**src/rtl/sparse_cnn_layer_sched.sv**
```systemverilog
// Layer scheduler for the SparseCNN datapath. For each kernel it clears the datapath,
// loads the kernel weights, streams the feature map, then waits for and hands off the result.
module sparse_cnn_layer_sched #(
  parameter int INPUT_SIZE = 28,
  parameter int ADDR_W     = 10,
  parameter int KIDX_W     = 8,
  parameter int TIMEOUT    = 4096,
  parameter int TO_W       = 13
) (
  input  logic              clk,
  input  logic              rst,
  input  logic              start,
  input  logic              abort,
  input  logic [KIDX_W-1:0] num_kernels,
  output logic              busy,
  output logic              done,
  output logic              error,
  output logic              dp_clear,
  output logic              wgt_req,
  output logic [KIDX_W-1:0] wgt_sel,
  input  logic              wgt_ack,
  output logic              feat_rd,
  output logic [ADDR_W-1:0] feat_addr,
  output logic              feature_in_valid,
  input  logic              dp_out_valid,
  output logic              res_valid,
  output logic [KIDX_W-1:0] res_kidx,
  input  logic              res_ready
);

  localparam int PIXELS = INPUT_SIZE * INPUT_SIZE;
  localparam logic [ADDR_W-1:0] LAST_PIX = ADDR_W'(PIXELS - 1);
  localparam logic [TO_W-1:0]   LAST_TO  = TO_W'(TIMEOUT - 1);
  localparam logic [KIDX_W-1:0] KIDX_ZERO = {KIDX_W{1'b0}};

  typedef enum logic [2:0] {
    S_IDLE   = 3'd0,
    S_CLEAR  = 3'd1,
    S_LOAD_W = 3'd2,
    S_STREAM = 3'd3,
    S_WAIT   = 3'd4,
    S_RESULT = 3'd5,
    S_DONE   = 3'd6,
    S_ERR    = 3'd7
  } state_t;

  state_t            state_r, state_s;
  logic [KIDX_W-1:0] kidx_r, kidx_s, nk_r;
  logic [ADDR_W-1:0] pix_r, pix_s;
  logic [TO_W-1:0]   to_r, to_s;

  logic              start_acc_s, abort_acc_s, res_fire_s, last_kidx_s;
  logic              busy_s, done_s, error_s, dp_clear_s, wgt_req_s, feat_rd_s, res_valid_s;
  logic [KIDX_W-1:0] wgt_sel_s, res_kidx_s;
  logic              busy_r, done_r, error_r, dp_clear_r, wgt_req_r, feat_rd_r, fiv_r, res_valid_r;
  logic [KIDX_W-1:0] wgt_sel_r, res_kidx_r;

  assign start_acc_s = (state_r == S_IDLE) && start;
  assign abort_acc_s = (state_r != S_IDLE) && abort;
  assign res_fire_s  = (state_r == S_RESULT) && res_ready && !abort_acc_s;
  assign last_kidx_s = (kidx_r == (nk_r - KIDX_W'(1)));

  // State register
  always_ff @(posedge clk or posedge rst) begin
    if (rst) begin
      state_r <= S_IDLE;
    end else begin
      state_r <= state_s;
    end
  end

  // Next-state logic; abort overrides every other transition
  always_comb begin
    state_s = state_r;
    if (abort_acc_s) begin
      state_s = S_IDLE;
    end else begin
      case (state_r)
        S_IDLE: begin
          if (start && (num_kernels != KIDX_ZERO)) state_s = S_CLEAR;
          else                                      state_s = S_IDLE;
        end
        S_CLEAR:  state_s = S_LOAD_W;
        S_LOAD_W: begin
          if (wgt_ack) state_s = S_STREAM;
          else         state_s = S_LOAD_W;
        end
        S_STREAM: begin
          if (pix_r == LAST_PIX) state_s = S_WAIT;
          else                   state_s = S_STREAM;
        end
        S_WAIT: begin
          if (dp_out_valid)        state_s = S_RESULT;
          else if (to_r == LAST_TO) state_s = S_ERR;
          else                     state_s = S_WAIT;
        end
        S_RESULT: begin
          if (res_ready) state_s = last_kidx_s ? S_DONE : S_CLEAR;
          else           state_s = S_RESULT;
        end
        S_DONE:  state_s = S_IDLE;
        S_ERR:   state_s = S_IDLE;
        default: state_s = S_IDLE;
      endcase
    end
  end

  // Counter next values; pixel and timeout counters saturate and sit at 0 outside their state
  always_comb begin
    kidx_s = kidx_r;
    if (start_acc_s) begin
      kidx_s = KIDX_ZERO;
    end else if (res_fire_s && !last_kidx_s) begin
      kidx_s = kidx_r + KIDX_W'(1);
    end else begin
      kidx_s = kidx_r;
    end

    pix_s = pix_r;
    if (state_s != S_STREAM) begin
      pix_s = {ADDR_W{1'b0}};
    end else if ((state_r == S_STREAM) && (pix_r != LAST_PIX)) begin
      pix_s = pix_r + ADDR_W'(1);
    end else begin
      pix_s = pix_r;
    end

    to_s = to_r;
    if (state_s != S_WAIT) begin
      to_s = {TO_W{1'b0}};
    end else if ((state_r == S_WAIT) && (to_r != LAST_TO)) begin
      to_s = to_r + TO_W'(1);
    end else begin
      to_s = to_r;
    end
  end

  // Output decode from the next state so every output leaves a flop
  always_comb begin
    busy_s      = (state_s != S_IDLE);
    done_s      = (state_s == S_DONE) || (start_acc_s && (num_kernels == KIDX_ZERO));
    dp_clear_s  = (state_s == S_CLEAR) || abort_acc_s;
    wgt_req_s   = (state_s == S_LOAD_W);
    wgt_sel_s   = (state_s == S_LOAD_W) ? kidx_s : KIDX_ZERO;
    feat_rd_s   = (state_s == S_STREAM);
    res_valid_s = (state_s == S_RESULT);
    res_kidx_s  = (state_s == S_RESULT) ? kidx_s : KIDX_ZERO;
    error_s     = error_r;
    if (start_acc_s) begin
      error_s = 1'b0;
    end else if (state_s == S_ERR) begin
      error_s = 1'b1;
    end else begin
      error_s = error_r;
    end
  end

  // Counter and output registers
  always_ff @(posedge clk or posedge rst) begin
    if (rst) begin
      kidx_r      <= KIDX_ZERO;
      nk_r        <= KIDX_ZERO;
      pix_r       <= {ADDR_W{1'b0}};
      to_r        <= {TO_W{1'b0}};
      busy_r      <= 1'b0;
      done_r      <= 1'b0;
      error_r     <= 1'b0;
      dp_clear_r  <= 1'b0;
      wgt_req_r   <= 1'b0;
      wgt_sel_r   <= KIDX_ZERO;
      feat_rd_r   <= 1'b0;
      fiv_r       <= 1'b0;
      res_valid_r <= 1'b0;
      res_kidx_r  <= KIDX_ZERO;
    end else begin
      kidx_r      <= kidx_s;
      nk_r        <= start_acc_s ? num_kernels : nk_r;
      pix_r       <= pix_s;
      to_r        <= to_s;
      busy_r      <= busy_s;
      done_r      <= done_s;
      error_r     <= error_s;
      dp_clear_r  <= dp_clear_s;
      wgt_req_r   <= wgt_req_s;
      wgt_sel_r   <= wgt_sel_s;
      feat_rd_r   <= feat_rd_s;
      fiv_r       <= feat_rd_r;
      res_valid_r <= res_valid_s;
      res_kidx_r  <= res_kidx_s;
    end
  end

  assign busy             = busy_r;
  assign done             = done_r;
  assign error            = error_r;
  assign dp_clear         = dp_clear_r;
  assign wgt_req          = wgt_req_r;
  assign wgt_sel          = wgt_sel_r;
  assign feat_rd          = feat_rd_r;
  assign feat_addr        = pix_r;
  assign feature_in_valid = fiv_r;
  assign res_valid        = res_valid_r;
  assign res_kidx         = res_kidx_r;

endmodule
```
**config.mk**
```make
export PLATFORM = sky130hd
export DESIGN_NAME = sparse_cnn_layer_sched
export DESIGN_NICKNAME = d
export VERILOG_FILES = /design/src/rtl/sparse_cnn_layer_sched.sv
export SDC_FILE = /design/constraint.sdc
export NUM_CORES = 1
export LEC_CHECK = 0
export ABC_AREA = 1
export BUFFER_PORTS_ARGS = -buffer_cell sky130_fd_sc_hd__buf_2
export CAP_MARGIN = 10
export CORE_MARGIN = 5
export CORE_UTILIZATION = 35
export CTS_CLUSTER_SIZE = 28
export DETAILED_ROUTE_END_ITERATION = 10
export GPL_TIMING_DRIVEN = 0
export HOLD_SLACK_MARGIN = 0.05
export SETUP_SLACK_MARGIN = 0.3
export SYNTH_ARGS = -nofsm -noshare
export SYNTH_HDL_FRONTEND = slang
export SYNTH_SLANG_ARGS = --single-unit
```
**constraint.sdc**
```tcl
create_clock -name clk -period 2.6 [get_ports clk]
set_input_delay 0.78 -clock clk [delete_from_list [all_inputs] [get_ports clk]]
set_output_delay 0.78 -clock clk [all_outputs]
set_load 0.01 [all_outputs]
```
==> metrics.md <==
| Metric | Value |
|---|---|
| Layout cells sized above 1 | `28.2%` |
| First-pass GRT wire length | `14,200 µm` |
| Critical path data required time | `2.89 ns` |
| Sequential-to-total area share from yosys stat | `46.3%` |
| Max IR drop VDD | `0.510 mV` |
| Top cells by area, synth | `dfrtp_1 (46%), nand2_1 (11%), inv_1 (6.2%)` |
| Most used DFF post-synth | `dfrtp_1` |
| Pin count of the biggest net entering global routing | `36` |
| Area growth syn-to-layout | `25.0%` |
| FP Rows | `36` |
| Initial Util | `36.1%` |
| Worst-path maximum fanout | `5` |
| Leakage | `2.23 nW` |
| WS Path Type | `reg2reg` |
| CP most frequent cell | `nand2_1` |
| Initial antenna violation count | `0` |
| Skew final | `0.00540 ns` |
| CTS root buf | `clkbuf_8` |
| Post-synthesis cell type count | `32` |
| Total grt overflow | `0` |
| Design Power | `3.45 mW` |
| H-tree Lvls | `3` |
| Post-synth EDFFs | `0` |
| Relative slew slack | `51.1%` |
| Worst slack, placed | `0.253 ns` |
| Via density | `4.58` |
| Commonest non-fill, non-tap cell in the layout | `nand2_1` |
| Clock latency at the later pin of the worst-skew pair | `0.35 ns` |
| Worst hold margin | `0.380 ns` |
| Area leader, netlist | `dfrtp_1` |
| Unrepaired setup endpoints after global routing | `true` |
| CP Cell Sequence | `inv_2 > ha_4 > inv_2 > nand2_2 > nand2_1 > nor2_1 > nand3_1 > nor2_1 > nand2_1 > nor2_2 > nand3_1 > nand2_1 > nand3_2 > nand2_4 > nand2_4 > inv_4 > nand2_8 > clkbuf_16 > nor2_4` |
| Number of hold buffers added after CTS | `0` |
| Vias in the first global route | `3,044` |
| Clk sinks | `66` |
| Pins Over Slew Limit | `0` |
| DRT iter0 DRCs | `108` |
| # diodes | `0` |
| Num CTS Buffers | `9` |
| Die area | `12,300 µm²` |
| CTS tree | `built` |
| Worst slew pin tran | `0.732 ns` |
| Die H | `111 µm` |
| Clock Path Buffers | `2` |
| Cells after Synth | `443` |
| Die X-Extent | `111 µm` |
| Clock transition at the registers of the reported paths | `0.08 ns` |
| Max incr delay on CP | `0.39 ns` |
| Fin worst setup slack | `0.348 ns` |
| I/O Pins | `49` |
| Max-Cap Viols | `0` |
| Drt wl/cell | `12.9 µm` |
| Average cell area after synthesis | `8.05 µm²` |
| Area of the mapped netlist | `3570 µm²` |
| Crit-path slowest cell | `dfrtp_1` |
| Routed Antenna Nets | `0` |
| Setup TNS | `0 ns` |
| Post-DP HPWL | `6200 µm` |
| Hold Crit Class | `reg2reg` |
| GRT Util Overall | `13.9%` |
| CP endpoint kind | `register` |
| Synthesis Warnings | `0` |
| Port Buf Inserts | `48` |
| Status | `finished, final reports clean` |
| Final Hold Viols | `0` |
| Hold Crit Start | `feat_rd$_DFF_PP0_` |
| Total Nets Final | `535` |
| Worst EP arrival | `2.54 ns` |
| Core ar. | `9860 µm²` |
| RD Place Congestion | `0.833` |
| Total Wirelength | `8470 µm` |
| Period utilization | `86.6%` |
| Worst r2r src | `nk_r[0]$_DFFE_PP0P_` |
| Final setup violating endpoints | `0` |
| Crit path time final | `2.25 ns` |
| Share of the synthesized area in the top cell type | `46.3%` |
| Power per cell area | `773 nW/µm²` |
| #FFs+latches synth | `66` |
| Crit path from | `nk_r[0]$_DFFE_PP0P_` |
| Peak Freq | `0.444 GHz` |
| Via count | `2,997` |
| Drt drc | `0` |
| Type of origin of the critical path | `register` |
| Commonest cells after routing, fill and taps aside | `nand2_1 (95), dfrtp_1 (66), inv_1 (55)` |
| Synth async-reset ratio | `100%` |
| Mapped Nets | `462` |
| DR pass1 iterations | `4` |
path summary, 6_finish.rpt:
check	slack [ns]	cells after the start	end
max in group asynchronous	1.46	3	to_r[9]$_DFFE_PP0P_
hold / removal	0.38	0	feature_in_valid$_DFF_PP0_
setup / recovery	0.35	19	to_r[6]$_DFFE_PP0P_
hold reg to reg	0.38	0	feature_in_valid$_DFF_PP0_
min in group asynchronous	0.54	2	nk_r[5]$_DFFE_PP0P_
setup reg to reg	0.35	19	to_r[6]$_DFFE_PP0P_
layer usage:
metal  up-vias  global-route usage, %  wire, µm
met1      1420                   17.7      3870
met4         0                   5.25       131
met2        43                   23.0      4140
met3        12                   3.38       328
li1       1522                      -         -
met5         -                      0         0
flip-flops by register name, summed over array words and instances (netlist names), 3 cells and up:
signal     count
to_r          13
res_kidx       8
kidx_r         8
wgt_sel        8
state_r        3
nk_r           8
feat_addr     10
critical path, delay by kind of cell (launching register included):
family / cells / cell delay (ns)
DFF: 1 / 0.39
buffers and inverters: 4 / 0.35
adders and majority gates: 1 / 0.27
and+or+nand+nor: 14 / 1.16
synth_stat cells (all sizes together) (2+ instances only):
master,n
buf,2
o21ai,15
xnor2,4
nand4,9
clkinv,2
nor3,8
xor2,21
dfrtp,66
clkbuf,2
nor2,81
nand2,110
nand3,40
nor4,5
a21oi,3
inv,65
ha,4
cells by family after synthesis:
group,after synthesis,synth area share [%]
flops,66,46.3
buf+inv,71,7.93
simple gates,257,35.2
fa+ha+maj,4,1.40
mux,1,0.281
compound gates,19,2.77
xor+xnor,25,6.14
timing repair:
item                                    CTS  global route
resized for setup                         2            35
endpoints found under the setup margin   33            52
pin swaps                                 0            10
endpoints found under the hold margin     0             0
cloned                                    0             3
buffers inserted                          1             9
layout make-up:
cell class              count  area, µm²
fillers                   961       5410
flip-flops and latches     66       1650
repair buffers             61        375
inverters                  67        263
multi-input cells         307       1740
well taps                 133        166
clock inverters             6       88.8
clock buffers              10        138
plain buffers               4       38.8
per-stage QoR:
stage / util [%] / cell area [µm²] / std cells
finish: 45.2 / 4460 / 654
global route: 45.2 / 4460 / 654
CTS: 42.9 / 4240 / 642
detailed placement: 40.5 / 4000 / 625
global placement: 40.3 / 3980 / 624
floorplan: - / 3570 / 443
report_power, final:
group | total (mW) | internal, mW | leakage, nW | switching (mW)
clock | 1.00 | 0.568 | 0.109 | 0.434
combinational | 1.22 | 0.462 | 1.22 | 0.757
sequential | 1.23 | 1.13 | 0.902 | 0.102
total | 3.45 | 2.16 | 2.23 | 1.29
No activity file was read; power rests on OpenSTA's default activity.
